<file path="src/rtl/ras_pkg.sv">
// Shared types for the multi-channel return-address stack: the per-cycle
// stack operation and the helper that decodes push/pop requests into it.
package ras_pkg;

    typedef enum logic [1:0] {
        RAS_IDLE,
        RAS_PUSH,
        RAS_POP,
        RAS_REPL
    } ras_op_e;

    // A pop on an empty stack decays to IDLE. A push+pop on an empty stack
    // is a plain push. A push+pop on a non-empty stack replaces the top entry.
    function automatic ras_op_e ras_decode(input logic push,
                                           input logic pop,
                                           input logic empty);
        ras_op_e op;
        op = RAS_IDLE;
        if (push && pop && !empty) begin
            op = RAS_REPL;
        end else if (push) begin
            op = RAS_PUSH;
        end else if (pop && !empty) begin
            op = RAS_POP;
        end
        return op;
    endfunction

endpackage

</file>
<file path="src/rtl/ras_ch_ctrl.sv">
// Per-channel RAS controller. It holds the top pointer, the occupancy count,
// one speculative checkpoint, and the optional sticky error flags.
// Optional feature: `define RAS_ERR_FLAGS_EN builds the ovf/udf flags.
module ras_ch_ctrl #(
    parameter  int DPT  = 8,
    localparam int PTRW = $clog2(DPT)
) (
    input  logic            clk,
    input  logic            areset,
    input  logic            sel_i,
    input  logic            push_i,
    input  logic            pop_i,
    input  logic            ckpt_i,
    input  logic            restore_i,
    input  logic            flush_i,
    output logic            wr_en_o,
    output logic [PTRW-1:0] wr_ptr_o,
    output logic [PTRW-1:0] rd_ptr_o,
    output logic            full_o,
    output logic            empty_o,
    output logic            ckpt_valid_o,
    output logic            ovf_o,
    output logic            udf_o
);
    import ras_pkg::*;

    localparam logic [PTRW-1:0] PTR_ONE = PTRW'(1);
    localparam logic [PTRW:0]   CNT_ONE = (PTRW + 1)'(1);

    logic [PTRW-1:0] top_q, top_d, ck_top_q, ck_top_d;
    logic [PTRW:0]   cnt_q, cnt_d, ck_cnt_q, ck_cnt_d;
    logic            ckv_q, ckv_d;
    ras_op_e         op;
    logic            act;

    assign full_o       = cnt_q[PTRW];
    assign empty_o      = (cnt_q == '0);
    assign ckpt_valid_o = ckv_q;
    assign op           = ras_decode(push_i, pop_i, empty_o);
    // A flush or a restore on this channel drops every other operation in the same cycle.
    assign act          = sel_i && !flush_i && !restore_i;
    assign wr_en_o      = act && (op == RAS_PUSH || op == RAS_REPL);
    assign wr_ptr_o     = (op == RAS_REPL) ? top_q - PTR_ONE : top_q;
    assign rd_ptr_o     = top_q - PTR_ONE;

    // Next-state logic for the pointers and the checkpoint, in order flush > restore > push/pop+ckpt.
    always_comb begin
        // NOTE: every variable gets a default first, so no path through the block infers a latch.
        top_d    = top_q;
        cnt_d    = cnt_q;
        ck_top_d = ck_top_q;
        ck_cnt_d = ck_cnt_q;
        ckv_d    = ckv_q;
        if (flush_i) begin
            top_d = '0;
            cnt_d = '0;
            ckv_d = 1'b0;
        end else if (sel_i && restore_i) begin
            if (ckv_q) begin
                top_d = ck_top_q;
                cnt_d = ck_cnt_q;
                ckv_d = 1'b0;
            end
        end else if (sel_i) begin
            if (ckpt_i) begin
                ck_top_d = top_q;
                ck_cnt_d = cnt_q;
                ckv_d    = 1'b1;
            end
            case (op)
                RAS_PUSH: begin
                    // The pointer wraps on a full stack, so the oldest entry is overwritten.
                    top_d = top_q + PTR_ONE;
                    if (!full_o) cnt_d = cnt_q + CNT_ONE;
                end
                RAS_POP: begin
                    top_d = top_q - PTR_ONE;
                    cnt_d = cnt_q - CNT_ONE;
                end
                default: ;
            endcase
        end
    end

    // Pointer, count and checkpoint registers.
    always_ff @(posedge clk or posedge areset) begin
        if (areset) begin
            // NOTE: the state registers use non-blocking assignments, so every register samples pre-edge values.
            top_q    <= '0;
            cnt_q    <= '0;
            ck_top_q <= '0;
            ck_cnt_q <= '0;
            ckv_q    <= 1'b0;
        end else begin
            top_q    <= top_d;
            cnt_q    <= cnt_d;
            ck_top_q <= ck_top_d;
            ck_cnt_q <= ck_cnt_d;
            ckv_q    <= ckv_d;
        end
    end

`ifdef RAS_ERR_FLAGS_EN
    logic ovf_q, udf_q;

    // Sticky overflow and underflow flags. Only operations that actually execute can set them.
    always_ff @(posedge clk or posedge areset) begin
        if (areset) begin
            ovf_q <= 1'b0;
            udf_q <= 1'b0;
        end else if (flush_i) begin
            ovf_q <= 1'b0;
            udf_q <= 1'b0;
        end else if (act) begin
            if (op == RAS_PUSH && full_o)       ovf_q <= 1'b1;
            if (pop_i && !push_i && empty_o)    udf_q <= 1'b1;
        end
    end

    assign ovf_o = ovf_q;
    assign udf_o = udf_q;
`else
    assign ovf_o = 1'b0;
    assign udf_o = 1'b0;
`endif

endmodule

</file>
<file path="src/rtl/ras_mc_stack.sv">
// Multi-channel return-address stack: NCH independent wrapping LIFOs with
// per-channel checkpoint/restore and a global flush.
// Optional feature: `define RAS_ERR_FLAGS_EN enables sticky o_ovf/o_udf flags.
module ras_mc_stack #(
    parameter  int NCH  = 2,
    parameter  int DPT  = 8,
    parameter  int DW   = 32,
    localparam int CHW  = (NCH > 1) ? $clog2(NCH) : 1,
    localparam int PTRW = $clog2(DPT)
) (
    input  logic           clk,
    input  logic           areset,
    input  logic [CHW-1:0] i_ch_sel,
    input  logic           i_push_en,
    input  logic [DW-1:0]  i_push_data,
    input  logic           i_pop_en,
    output logic [DW-1:0]  o_pop_data,
    output logic           o_full,
    output logic           o_empty,
    input  logic           i_ckpt_en,
    input  logic           i_restore_en,
    output logic [NCH-1:0] o_ckpt_valid,
    input  logic           i_flush,
    output logic [NCH-1:0] o_ovf,
    output logic [NCH-1:0] o_udf
);
    localparam logic [CHW:0] NCH_W = (CHW + 1)'(NCH);

    // Flat storage. Entry {ch, ptr} belongs to channel ch.
    logic [DW-1:0] mem [NCH*DPT];

    logic                      ch_ok;
    logic [NCH-1:0]            sel, wr_en, full, empty;
    logic [NCH-1:0][PTRW-1:0]  wr_ptr, rd_ptr;

    assign ch_ok = ({1'b0, i_ch_sel} < NCH_W);

    for (genvar g = 0; g < NCH; g++) begin : g_ch
        assign sel[g] = ch_ok && (i_ch_sel == CHW'(g));

        ras_ch_ctrl #(.DPT(DPT)) u_ctrl (
            .clk          (clk),
            .areset       (areset),
            .sel_i        (sel[g]),
            .push_i       (i_push_en),
            .pop_i        (i_pop_en),
            .ckpt_i       (i_ckpt_en),
            .restore_i    (i_restore_en),
            .flush_i      (i_flush),
            .wr_en_o      (wr_en[g]),
            .wr_ptr_o     (wr_ptr[g]),
            .rd_ptr_o     (rd_ptr[g]),
            .full_o       (full[g]),
            .empty_o      (empty[g]),
            .ckpt_valid_o (o_ckpt_valid[g]),
            .ovf_o        (o_ovf[g]),
            .udf_o        (o_udf[g])
        );
    end

    // Storage write from the selected channel's controller.
    always_ff @(posedge clk) begin
        // NOTE: the storage array has no reset. The counts alone decide which entries are meaningful.
        if (ch_ok && wr_en[i_ch_sel]) begin
            mem[{i_ch_sel, wr_ptr[i_ch_sel]}] <= i_push_data;
        end
    end

    // Output mux on the selected channel. An out-of-range channel reads as empty.
    always_comb begin
        o_pop_data = '0;
        o_full     = 1'b0;
        o_empty    = 1'b1;
        if (ch_ok) begin
            o_pop_data = mem[{i_ch_sel, rd_ptr[i_ch_sel]}];
            o_full     = full[i_ch_sel];
            o_empty    = empty[i_ch_sel];
        end
    end

endmodule
</file>
<file path="config.mk">
export PLATFORM = sky130hd
export DESIGN_NAME = ras_mc_stack
export DESIGN_NICKNAME = d
export VERILOG_FILES = /design/src/rtl/ras_pkg.sv /design/src/rtl/ras_ch_ctrl.sv /design/src/rtl/ras_mc_stack.sv
export SDC_FILE = /design/constraint.sdc
export NUM_CORES = 1
export LEC_CHECK = 0
export CORE_MARGIN = 1
export CORE_UTILIZATION = 30
export CTS_CLUSTER_DIAMETER = 30
export DETAILED_ROUTE_END_ITERATION = 10
export PLACE_DENSITY_LB_ADDON = 0.1
export SYNTH_ARGS = -nofsm -noshare
export SYNTH_HDL_FRONTEND = slang
export SYNTH_SLANG_ARGS = --single-unit
</file>
<file path="constraint.sdc">
create_clock -name clk -period 4.45 [get_ports clk]
set_clock_uncertainty 0.15 [all_clocks]
set_input_delay 0.445 -clock clk [delete_from_list [all_inputs] [get_ports clk]]
set_output_delay 0.445 -clock clk [all_outputs]
set_load 0.02 [all_outputs]
</file>
Word-level counts from Yosys, hierarchy flattened
Memory sizes are Yosys's and may differ from the RTL's.
Index checks and enable logic that the tools add are counted.
{ "totals": {"ff_bits": 30, "mem_bits_rw": 512, "in_bits": 40, "wordCells": 120, "n_memories": 1} }
{ "mem_list": {"columns": ["memory", "depth", "word_bits", "read_ports", "rd_clocked_by_memory_dff", "wr", "line", "rtl"], "rows": [
  ["mem", 16, 32, 1, 0, 1, "ras_mc_stack.sv:30", "logic [DW-1:0] mem [NCH*DPT];"]
]} }
{ "op_classes": {"addsub": 8, "n_lt_le_gt_ge": 1, "n_eq_ne": 11, "muxes": 49, "bitwise": 4, "n_reduce_logical": 34} }
{ "ops": {"columns": ["op", "count"], "rows": [
  ["3-bit 2-to-1 mux", 14],
  ["4-bit 2-to-1 mux", 10],
  ["4-bit one-hot mux with 2 select lines", 2],
  ["4-bit AND reduction", 4],
  ["1-bit 2-to-1 mux", 15],
  ["1-bit logical AND", 13],
  ["2-bit 2-to-1 mux", 6],
  ["3-bit one-hot mux with 2 select lines", 2],
  ["3-bit nonzero test", 3],
  ["4-bit by 1-bit adder with 4-bit output, second input constant", 2],
  ["2-bit == test, second input constant", 4],
  ["4-bit zero test", 2],
  ["4-bit != test, second input constant", 2],
  ["4-bit nonzero test", 2],
  ["4-bit by 1-bit subtractor with 4-bit output, second input constant", 2],
  ["3-bit by 1-bit adder with 3-bit output, second input constant", 2],
  ["3-bit by 2-bit != test with 1-bit output, second input constant", 2],
  ["3-bit AND reduction", 2],
  ["3-bit by 1-bit subtractor with 3-bit output, second input constant", 2],
  ["2-bit by 1-bit == test with 1-bit output, second input constant", 2],
  ["1-bit zero test", 4],
  ["1-bit NOT", 4],
  ["2-bit AND reduction", 2],
  ["3-bit by 1-bit != test with 1-bit output, second input constant", 1],
  ["2 further kinds", 3]
]} }

Longest topological paths before layout
Gate-level depths: netlist of run 1.
{ "depth": {"ltp_word": 13, "depth_mapped": 11, "depth_no_buf": 7} }

By module
A second synthesis of run 1 with hierarchy kept.
{ "unflattened": {"hier_cells": 1381, "hier_area_um2": 21504.4} }
{ "by_module_without_submodules": {"columns": ["mod", "n_inst", "cells_per_inst", "area_per_inst_um2"], "rows": [
  ["ras_mc_stack", 1, 1117, 19177.1],
  ["ras_ch_ctrl", 2, 132, 1163.6]
]} }

Worst setup path before layout of run 1
OpenSTA, ideal clock, no wires.
{ "synth_timing": {"kind": "reg-to-reg", "startpoint": "register g_ch[1].u_ctrl.top_q[0]", "endpoint": "memory mem[10][0] (enable)", "setup_time_ns": 0.461, "arrival_time_ns": 4.187, "required_ns": 3.839, "slack_ns": -0.348, "path_stages_with_launch": 8, "path_buffers": 1, "cell_sequence": "dfrtp_1 clkbuf_1 inv_1 ha_1 or4b_2 o21ai_0 a211oi_2 nor3_1"} }
{ "synth_between": {"elab_chain_len": 4} }
{ "synth_rtl": {"columns": ["element", "line", "rtl"], "rows": [
  ["start, declared", "ras_ch_ctrl.sv:30", "logic [PTRW-1:0] top_q, top_d, ck_top_q, ck_top_d;"],
  ["start signal, assigned", "ras_ch_ctrl.sv:95", "top_q <= top_d;"],
  ["3-bit by 1-bit subtractor with 3-bit output", "ras_ch_ctrl.sv:43", "assign wr_ptr_o = (op == RAS_REPL) ? top_q - PTR_ONE : top_q;"],
  ["3-bit 2-to-1 mux *", "ras_ch_ctrl.sv:43", null],
  ["3-bit 2-to-1 mux (implied by the code) * (2 in series)", "ras_mc_stack.sv:65", "mem[{i_ch_sel, wr_ptr[i_ch_sel]}] <= i_push_data;"],
  ["end, declared", "ras_mc_stack.sv:30", null]
]} }
Every way passes the cells marked *; elsewhere a longest branch is shown, timed or not. The select of a mux whose other input is x is not followed.

Final worst setup path of run 1
{ "layout_timing": {"startpoint": "register g_ch[0].u_ctrl.top_q[0]", "endpoint": "output o_pop_data[12]"} }
{ "layout_between": {"elab_chain_len": 4} }
{ "layout_rtl": {"columns": ["element", "line", "rtl"], "rows": [
  ["start, declared", "ras_ch_ctrl.sv:30", null],
  ["start signal, assigned", "ras_ch_ctrl.sv:95", null],
  ["3-bit by 1-bit subtractor with 3-bit output", "ras_ch_ctrl.sv:44", "assign rd_ptr_o = top_q - PTR_ONE;"],
  ["3-bit 2-to-1 mux (implied by the code) (2 in series)", "ras_mc_stack.sv:75", "o_pop_data = mem[{i_ch_sel, rd_ptr[i_ch_sel]}];"],
  ["memory 16 x 32 bit", null, null],
  ["end, declared", "ras_mc_stack.sv:17", "output logic [DW-1:0] o_pop_data,"]
]} }
Every way passes these cells. The select of a mux whose other input is x is not followed.

==> report_table.html, run 1 <==
<table>
<tr><th>Metric</th><th>Value</th></tr>
<tr><th colspan="2">Status</th></tr>
<tr><td>Run status</td><td>finished clean</td></tr>
<tr><th colspan="2">Die</th></tr>
<tr><td>Die height</td><td>around 270 um</td></tr>
<tr><td>I/O pin count</td><td>80</td></tr>
<tr><td>Initial cell density of the core</td><td>0.303</td></tr>
<tr><td>Overall die area</td><td>between 70,000 and 80,000 um2</td></tr>
<tr><td>Overall die width</td><td>roughly 270 um</td></tr>
<tr><td>Number of rows created at floorplan</td><td>98</td></tr>
<tr><td>Placeable core region</td><td>between 70,000 and 80,000 um2</td></tr>
<tr><th colspan="2">Place</th></tr>
<tr><td>Number of instances in the placed design</td><td>~2,300</td></tr>
<tr><td>Final RePlAce weighted congestion</td><td>0.698</td></tr>
<tr><td>Half-perimeter wire length after placement</td><td>roughly 33,000 um</td></tr>
<tr><td>Post-placement cell area</td><td>24,200 um2</td></tr>
<tr><td>Port Buf Inserts</td><td>75</td></tr>
<tr><th colspan="2">Logic synthesis</th></tr>
<tr><td>Netlist Area Pre-Place</td><td>between 20,000 and 25,000 um2</td></tr>
<tr><td>Flops &amp; latches, synth</td><td>542</td></tr>
<tr><td>Mux contribution to synthesized area</td><td>0.136</td></tr>
<tr><td>Count of flip-flops with a built-in enable after synthesis</td><td>512</td></tr>
<tr><td>Largest cells by area after synthesis</td><td>sky130_fd_sc_hd__edfxtp_1 (71%), sky130_fd_sc_hd__mux2i_1 (12%), sky130_fd_sc_hd__dfrtp_1 (3.5%)</td></tr>
<tr><td>Synthesized instance count</td><td>roughly 1,200</td></tr>
<tr><td>Post-synth top area share</td><td>0.711</td></tr>
<tr><td>Area share of and/or/nand/nor cells after synthesis</td><td>0.0302</td></tr>
<tr><td>Most area-hungry cell type in the Yosys netlist</td><td>sky130_fd_sc_hd__edfxtp_1</td></tr>
<tr><td>Number of different library cells in the post-synthesis netlist</td><td>56</td></tr>
<tr><td>Synthesized-area fraction occupied by adder cells</td><td>0.00463</td></tr>
<tr><td>Largest family of logic cells by synthesized area</td><td>multiplexers</td></tr>
<tr><td>Warnings from Yosys</td><td>0</td></tr>
<tr><td>Xor/xnor cell area share of the yosys netlist</td><td>0.00365</td></tr>
<tr><td>Sequential area share after synthesis</td><td>0.746</td></tr>
<tr><td>Post-synthesis compound-gate area fraction</td><td>0.0611</td></tr>
<tr><td>Share of synthesized flip-flops with an asynchronous set or reset</td><td>0.0554</td></tr>
<tr><td>Average instance area after synthesis</td><td>17.6 um2</td></tr>
<tr><td>Most used DFF post-synth</td><td>sky130_fd_sc_hd__edfxtp_1</td></tr>
<tr><th colspan="2">Final layout</th></tr>
<tr><td>Share of final-layout standard cells stronger than drive strength 1</td><td>0.208</td></tr>
<tr><td>Filler cell count</td><td>about 6,600</td></tr>
<tr><td>Number of standard cells in the layout, taps in and fillers out</td><td>between 2,000 and 3,000</td></tr>
<tr><td>Post-layout net count</td><td>about 1,500</td></tr>
<tr><td>Diodes inserted</td><td>0</td></tr>
<tr><td>Area growth, synth to finish</td><td>31.3%</td></tr>
<tr><td>Utilization after layout</td><td>0.398</td></tr>
<tr><td>Commonest non-fill, non-tap cell in the layout</td><td>sky130_fd_sc_hd__edfxtp_1</td></tr>
<tr><td>Area of all placed cells without fillers</td><td>between 20,000 and 30,000 um2</td></tr>
<tr><td>Commonest non-fill, non-tap cells in the layout</td><td>sky130_fd_sc_hd__edfxtp_1 (512), sky130_fd_sc_hd__mux2i_1 (256), sky130_fd_sc_hd__clkbuf_16 (133)</td></tr>
<tr><th colspan="2">Timing</th></tr>
<tr><td>Worst slew margin</td><td>0.395</td></tr>
<tr><td>Final period util</td><td>0.960</td></tr>
<tr><td># setup viols final</td><td>0</td></tr>
<tr><td>Final worst path period need</td><td>around 4.3 ns</td></tr>
<tr><td>Unrepaired setup endpoints after global routing</td><td>false</td></tr>
<tr><td>Hold violation count in the final report</td><td>0</td></tr>
<tr><td>Worst Max-Slew Pin Slew</td><td>between 0.9 and 1 ns</td></tr>
<tr><td>Timing-limited maximum frequency</td><td>roughly 230 MHz</td></tr>
<tr><td>Max-slew violations</td><td>0</td></tr>
<tr><th colspan="2">Routing</th></tr>
<tr><td>Number of DRC violations after detailed routing</td><td>0</td></tr>
<tr><td>Number of detailed-routing iterations run before antenna repair</td><td>5</td></tr>
<tr><td>Via-per-instance ratio</td><td>approximately 4.8</td></tr>
<tr><td>Number of nets with antenna violations after routing</td><td>0</td></tr>
<tr><td>Via count</td><td>12,000</td></tr>
<tr><td>DRT iter0 DRCs</td><td>672</td></tr>
<tr><td>Total detailed-routing wirelength</td><td>between 50,000 and 60,000 um</td></tr>
<tr><td>Average wire per cell in the routed design</td><td>23.7 um</td></tr>
<tr><th colspan="2">GRT</th></tr>
<tr><td>Maximum number of pins on one net before global-route repair</td><td>63</td></tr>
<tr><td>Initial antenna violation count</td><td>2</td></tr>
<tr><td>Via count of the first global-routing pass</td><td>about 13,000</td></tr>
<tr><td>Global-route total usage across every layer</td><td>0.165</td></tr>
<tr><td>Wire length of the first global-routing pass</td><td>just under 90,000 um</td></tr>
<tr><td>Total global routing overflow</td><td>0</td></tr>
<tr><th colspan="2">Clocking</th></tr>
<tr><td>Clock tree root driver cell</td><td>sky130_fd_sc_hd__clkbuf_16</td></tr>
<tr><td>H-tree lvl count</td><td>4</td></tr>
<tr><td>Clock sink count</td><td>542</td></tr>
<tr><td>Number of buffers added by the clock tree synthesis step</td><td>131</td></tr>
<tr><td>TritonCTS clock tree</td><td>yes</td></tr>
<tr><td>Insertion delay to the later sink of the worst-skew pair</td><td>approximately 0.67 ns</td></tr>
<tr><td>Maximum buffer depth of the clock tree</td><td>3</td></tr>
<tr><td>Register clock-pin slew on the reported worst setup and hold paths</td><td>approximately 0.040 ns</td></tr>
<tr><th colspan="2">Worst setup path</th></tr>
<tr><td>Worst Path Arrival</td><td>3.68 ns</td></tr>
<tr><td>Reg2reg path depth</td><td>9</td></tr>
<tr><td>R2r setup slk</td><td>0.95 ns</td></tr>
<tr><td>Kind of critical path</td><td>reg -&gt; out</td></tr>
<tr><td>Element type at the critical path end</td><td>primary output</td></tr>
<tr><td>Biggest fanout along the worst timing path</td><td>20</td></tr>
<tr><td>Worst reg2reg path startpoint</td><td>g_ch[0].u_ctrl.cnt_q[0]</td></tr>
<tr><td>Required @ worst endpoint</td><td>roughly 3.9 ns</td></tr>
<tr><td>Endpoint of the lowest-slack register-to-register path</td><td>mem[15][4]</td></tr>
<tr><td>Critical path startpoint category</td><td>register</td></tr>
<tr><td>Setup crit start</td><td>g_ch[0].u_ctrl.top_q[0]</td></tr>
<tr><th colspan="2">Power and ir drop</th></tr>
<tr><td>Maximum resistive drop on vdd</td><td>between 0.4 and 0.5 mV</td></tr>
<tr><td>Leakage</td><td>~10 nW</td></tr>
<tr><td>PwrDens</td><td>between 600 and 700 nW/um2</td></tr>
<tr><th colspan="2">Hold path</th></tr>
<tr><td>Hold WC Path Type</td><td>in -&gt; async</td></tr>
<tr><th colspan="2">Job</th></tr>
<tr><td>Max Cap Violations</td><td>0</td></tr>
</table>
[power breakdown]
part	internal, W	leakage, nW	switching (W)
logic	0.00161	3.46	0.00211
registers	0.00575	5.00	0.0000912
clock network	0.00592	1.98	0.00281
total	0.0133	10.4	0.00501
[worst max-delay path by stage]
| stage | endpoint | slack (ns) | cells after the start |
|---|---|---|---|
| final | o_pop_data[12] | 0.18 | 10 |
| after global routing | o_pop_data[12] | 0.01 | 10 |
| after CTS | o_pop_data[2] | -0.05 | 9 |
| after detailed placement | o_pop_data[2] | 0.25 | 8 |
| after global placement | o_pop_data[2] | 0.28 | 8 |
| after floorplan | mem[14][0] | -0.35 | 7 |
[kinds of logic after synthesis]
family	count (synthesis)
AOI/OAI and AO/OA	181
xor gates and xnor gates	9
adders and majority gates	8
buffers and inverters	81
DFF	542
muxes	285
other	1
and+or+nand+nor	124
[stage by stage]
stage	setup WS, ns	power (W)	hold WS, ns	TNS, ns
6_report	0.178	0.0183	0.0231	0
5_1_grt	0.0123	0.0190	0.0439	0
4_1_cts	-0.0530	0.0185	0.00645	-0.0645
3_5_place_dp	0.253	0.00960	0.346	0
3_3_place_gp	0.282	0.00960	0.340	0
2_1_floorplan	-0.348	0.00807	0.331	-89.05
[cells in the mapped netlist (all sizes together), types with 2 or more instances]
| master | n |
|---|---|
| inv | 15 |
| o221ai | 32 |
| nor3 | 25 |
| nand2b | 13 |
| ha | 8 |
| o22a | 29 |
| a22oi | 2 |
| a21oi | 16 |
| o31a | 2 |
| edfxtp | 512 |
| nor3b | 2 |
| or3 | 28 |
| mux4 | 4 |
| nand2 | 24 |
| nor2 | 19 |
| dfrtp | 30 |
| clkbuf | 24 |
| xnor2 | 8 |
| a211o | 2 |
| nand3 | 5 |
| a21o | 2 |
| a221oi | 2 |
| o21ai | 9 |
| mux2i | 258 |
| mux2 | 23 |
| o21a | 2 |
| buf | 42 |
| o32ai | 2 |
| a211oi | 5 |
| nor2b | 4 |
| o22ai | 66 |
[state kept, by name, indices dropped and copies added (netlist names)]
register                  count
g_ch.u_ctrl.ck_cnt_q          8
g_ch.u_ctrl.ck_top_q          6
g_ch.u_ctrl.ckpt_valid_o      2
g_ch.u_ctrl.cnt_q             8
g_ch.u_ctrl.top_q             6
mem                         512
[cell type report]
type	instances	area [um2]	share of cell area
Clock inverter	64	637	0.0224
Sequential cell	542	16100	0.568
Inverter	15	56.3	0.00198
Timing Repair Buffer	153	1620	0.0569
Tap cell	950	1190	0.0419
Clock buffer	170	3480	0.122
Multi-Input combinational cell	611	5290	0.186
[repair_timing]
action                                  4_1_cts  5_1_grt
hold buffers                                  0        0
pin swaps                                     0        0
gates resized for setup                      12        7
setup buffers                                 2        0
gates cloned                                  1        1
endpoints found under the setup margin       32       26
[critical path, cell delays in order (launching register included)]
cell                              delay [ns]
sky130_fd_sc_hd__dfrtp_2                0.47
sky130_fd_sc_hd__inv_1                  0.12
sky130_fd_sc_hd__ha_2                   0.33
sky130_fd_sc_hd__mux2i_4                0.20
sky130_fd_sc_hd__buf_12                 0.16
sky130_fd_sc_hd__buf_4                  0.20
sky130_fd_sc_hd__buf_12                 0.22
sky130_fd_sc_hd__mux2i_1                0.22
sky130_fd_sc_hd__o221ai_1               0.12
sky130_fd_sc_hd__or3_1                  0.40
sky130_fd_sc_hd__clkdlybuf4s50_1        0.54
[per-layer routing]
| layer | up-vias | global-route usage | routed length (um) |
|---|---|---|---|
| met4 | 4 | 0.0532 | 886 |
| met2 | 230 | 0.266 | 28700 |
| met3 | 77 | 0.0397 | 2400 |
| li1 | 5464 | - | - |
| met5 | - | 0 | 25 |
| met1 | 6242 | 0.217 | 27400 |
Note: power is estimated with default switching activity, not from simulation.
==> run 2, diff against run 1 <==
--- a/config.mk
+++ b/config.mk
@@ -5,6 +5,7 @@
 export SDC_FILE = /design/constraint.sdc
 export NUM_CORES = 1
 export LEC_CHECK = 0
+export CAP_MARGIN = 20
 export CORE_MARGIN = 1
 export CORE_UTILIZATION = 30
 export CTS_CLUSTER_DIAMETER = 30
==> results of run 2 <==
Final layout, timing and power as in run 1 (identical DEF).
==> run 3, diff against run 2 <==
--- a/config.mk
+++ b/config.mk
@@ -8,6 +8,7 @@
 export CAP_MARGIN = 20
 export CORE_MARGIN = 1
 export CORE_UTILIZATION = 30
+export CTS_BUF_LIST = sky130_fd_sc_hd__clkbuf_4
 export CTS_CLUSTER_DIAMETER = 30
 export DETAILED_ROUTE_END_ITERATION = 10
 export PLACE_DENSITY_LB_ADDON = 0.1
==> report_table.html, run 3 (synthesis results as in run 1) <==
<table>
<tr><th>Metric</th><th>Value</th></tr>
<tr><th colspan="2">Clocking</th></tr>
<tr><td>Maximum buffer depth of the clock tree</td><td>3</td></tr>
<tr><td>TritonCTS clock tree</td><td>yes</td></tr>
<tr><td>H-tree lvl count</td><td>4</td></tr>
<tr><td>Clock tree root driver cell</td><td>sky130_fd_sc_hd__clkbuf_4</td></tr>
<tr><td>Insertion delay to the later sink of the worst-skew pair</td><td>0.95 ns</td></tr>
<tr><td>Register clock-pin slew on the reported worst setup and hold paths</td><td>around 0.06 ns</td></tr>
<tr><td>Clock sink count</td><td>542</td></tr>
<tr><td>Number of buffers added by the clock tree synthesis step</td><td>160</td></tr>
<tr><th colspan="2">GRT</th></tr>
<tr><td>M2 GR Usage</td><td>0.268</td></tr>
<tr><td>Maximum number of pins on one net before global-route repair</td><td>63</td></tr>
<tr><td>Initial antenna violation count</td><td>4</td></tr>
<tr><td>Via count of the first global-routing pass</td><td>12,800</td></tr>
<tr><td>Met3 Usage GRT</td><td>0.0417</td></tr>
<tr><td>Total global routing overflow</td><td>0</td></tr>
<tr><td>Layer with the highest usage after global routing</td><td>met2</td></tr>
<tr><td>Wire length of the first global-routing pass</td><td>about 87,000 um</td></tr>
<tr><td>Global-route total usage across every layer</td><td>0.165</td></tr>
<tr><td>M1 GR Usage</td><td>0.216</td></tr>
<tr><th colspan="2">Routing</th></tr>
<tr><td>Number of nets with antenna violations after routing</td><td>0</td></tr>
<tr><td>Total detailed-routing wirelength</td><td>between 50,000 and 60,000 um</td></tr>
<tr><td>Number of DRC violations after detailed routing</td><td>0</td></tr>
<tr><td>Via-per-instance ratio</td><td>approximately 4.8</td></tr>
<tr><td>DRT iter0 DRCs</td><td>a little over 700</td></tr>
<tr><td>Number of detailed-routing iterations run before antenna repair</td><td>4</td></tr>
<tr><td>Via count</td><td>approximately 12,000</td></tr>
<tr><td>Average wire per cell in the routed design</td><td>~23 um</td></tr>
<tr><th colspan="2">Worst setup path</th></tr>
<tr><td>Element type at the critical path end</td><td>primary output</td></tr>
<tr><td>Worst Path Arrival</td><td>between 3 and 4 ns</td></tr>
<tr><td>Setup crit start</td><td>g_ch[0].u_ctrl.top_q[0]</td></tr>
<tr><td>Worst reg2reg path startpoint</td><td>g_ch[0].u_ctrl.cnt_q[0]</td></tr>
<tr><td>Endpoint of the lowest-slack register-to-register path</td><td>mem[15][24]</td></tr>
<tr><td>Required @ worst endpoint</td><td>slightly below 4 ns</td></tr>
<tr><td>Biggest fanout along the worst timing path</td><td>6</td></tr>
<tr><td>Reg2reg path depth</td><td>9</td></tr>
<tr><td>Critical path startpoint category</td><td>register</td></tr>
<tr><td>Kind of critical path</td><td>reg -&gt; out</td></tr>
<tr><td>R2r setup slk</td><td>0.96 ns</td></tr>
<tr><th colspan="2">Final layout</th></tr>
<tr><td>Number of standard cells in the layout, taps in and fillers out</td><td>around 2,600</td></tr>
<tr><td>Filler cell count</td><td>between 6,000 and 7,000</td></tr>
<tr><td>Commonest non-fill, non-tap cells in the layout</td><td>sky130_fd_sc_hd__edfxtp_1 (512), sky130_fd_sc_hd__mux2i_1 (255), sky130_fd_sc_hd__clkbuf_4 (238)</td></tr>
<tr><td>Commonest non-fill, non-tap cell in the layout</td><td>sky130_fd_sc_hd__edfxtp_1</td></tr>
<tr><td>Area of combinational cells with multiple inputs</td><td>between 5000 and 6000 um2</td></tr>
<tr><td>Number of flip-flops in the largest register</td><td>512</td></tr>
<tr><td>Utilization after layout</td><td>0.370</td></tr>
<tr><td>Share of final-layout standard cells stronger than drive strength 1</td><td>0.257</td></tr>
<tr><td>Post-layout net count</td><td>1,537</td></tr>
<tr><td>Area growth, synth to finish</td><td>22.3%</td></tr>
<tr><td>Footprint of the flip-flops and latches</td><td>about 16,000 um2</td></tr>
<tr><th colspan="2">Timing</th></tr>
<tr><td>Worst path setup slack after routing</td><td>about 0.24 ns</td></tr>
<tr><td>Max-slew violations</td><td>0</td></tr>
<tr><td>Worst slew margin</td><td>0.386</td></tr>
<tr><td>Hold violation count in the final report</td><td>0</td></tr>
<tr><td>Final worst path period need</td><td>between 4 and 5 ns</td></tr>
<tr><td># setup viols final</td><td>0</td></tr>
<tr><td>Worst Max-Slew Pin Slew</td><td>0.920 ns</td></tr>
<tr><td>Timing-limited maximum frequency</td><td>238 MHz</td></tr>
<tr><td>Final period util</td><td>0.946</td></tr>
<tr><th colspan="2">Power and ir drop</th></tr>
<tr><td>Leakage</td><td>approximately 10 nW</td></tr>
<tr><td>Maximum resistive drop on vdd</td><td>roughly 0.26 mV</td></tr>
<tr><td>PwrDens</td><td>538 nW/um2</td></tr>
<tr><th colspan="2">Die</th></tr>
<tr><td>Die height</td><td>around 270 um</td></tr>
<tr><td>Number of rows created at floorplan</td><td>about 100</td></tr>
<tr><td>Placeable core region</td><td>71,400 um2</td></tr>
<tr><td>I/O pin count</td><td>80</td></tr>
<tr><td>Initial cell density of the core</td><td>0.303</td></tr>
<tr><td>Overall die width</td><td>around 270 um</td></tr>
<tr><td>Overall die area</td><td>73,100 um2</td></tr>
<tr><th colspan="2">Place</th></tr>
<tr><td>Pre-CTS worst setup slack</td><td>roughly 0.25 ns</td></tr>
<tr><td>Final RePlAce weighted congestion</td><td>between 0.6 and 0.7</td></tr>
<tr><td>Number of instances in the placed design</td><td>around 2,300</td></tr>
<tr><td>Half-perimeter wire length after placement</td><td>33,100 um</td></tr>
<tr><td>Port Buf Inserts</td><td>75</td></tr>
<tr><th colspan="2">Job</th></tr>
<tr><td>Max Cap Violations</td><td>0</td></tr>
<tr><th colspan="2">Hold path</th></tr>
<tr><td>Hold WC Path Type</td><td>in -&gt; reg</td></tr>
<tr><td>Worst Hold Path Cells</td><td>1</td></tr>
<tr><td>Hold path start</td><td>i_push_data[11]</td></tr>
<tr><td>Worst Hold Path EP</td><td>mem[11][11]</td></tr>
<tr><th colspan="2">Status</th></tr>
<tr><td>Run status</td><td>finished clean</td></tr>
</table>
[run 3: cell count changes in the layout (fill, tap and decap cells not counted), sizes merged, moves of 2 or more]
cell           before  now
dlygate4sd2         6   23
clkdlybuf4s15       0    3
clkinv             43   34
buf                77   80
diode               0    5
bufinv              8    2
bufbuf              0    2
clkinvlp            8    1
clkbuf            171  241
dlygate4sd3         0    2
clkdlybuf4s50      67   43
[run 3: power breakdown]
group          total, W  switching [W]  internal, W
combinational   0.00376        0.00215      0.00161
sequential      0.00582      0.0000860      0.00573
clock           0.00465        0.00210      0.00255
total            0.0142        0.00433      0.00989
[run 3: routing by layer]
metal  vias to the layer above  routed length, um
li1                       5580                  -
met1                      6291              27600
met2                       228              28800
met3                        89               2080
met4                         4                923
met5                         -                 27
[run 3: how the worst max path moves through the flow]
stage,endpoint,slack [ns],cells past startpoint
3_3_place_gp,o_pop_data[2],0.28,8
2_1_floorplan,mem[14][0],-0.35,7
6_report,o_pop_data[22],0.24,9
4_1_cts,o_pop_data[5],-0.01,9
3_5_place_dp,o_pop_data[2],0.25,8
5_1_grt,o_pop_data[31],-0.01,9
[run 3: worst max-delay path, stage by stage, from the launching register on]
cell and delay (ns):
sky130_fd_sc_hd__dfrtp_2 0.40, sky130_fd_sc_hd__inv_1 0.10, sky130_fd_sc_hd__ha_2 0.33, sky130_fd_sc_hd__mux2i_4 0.21, sky130_fd_sc_hd__buf_12 0.17, sky130_fd_sc_hd__buf_4 0.11
sky130_fd_sc_hd__mux4_2 0.51, sky130_fd_sc_hd__a211oi_2 0.27, sky130_fd_sc_hd__o221ai_1 0.19, sky130_fd_sc_hd__dlygate4sd2_1 0.36
[run 3: layout make-up]
type,count,share of cell area
flip-flops and latches,542,0.610
repair buffers,159,0.0641
multi-input cells,611,0.202
diodes,5,0.000473
clock inverters,41,0.00890
inverters,15,0.00213
clock buffers,238,0.0676
well taps,950,0.0450
[run 3: timing repair]
item / 4_1_cts / 5_1_grt
endpoints found under the setup margin: 32 / 16
setup buffers: 4 / 0
gates cloned: 4 / 0
resized for setup: 47 / 17
endpoints found under the hold margin: 31 / 0
hold buffers: 2 / 0
[run 3: metrics by stage]
stage,power [W],TNS [ns],hold WS [ns],area [um2]
finish,0.0142,0,0.268,26400
global route,0.0150,-0.0209,0.190,26400
CTS,0.0145,-0.0194,0.149,26400
detailed placement,0.00960,0,0.346,24200
global placement,0.00960,0,0.340,24200
floorplan,0.00807,-89.05,0.331,21700
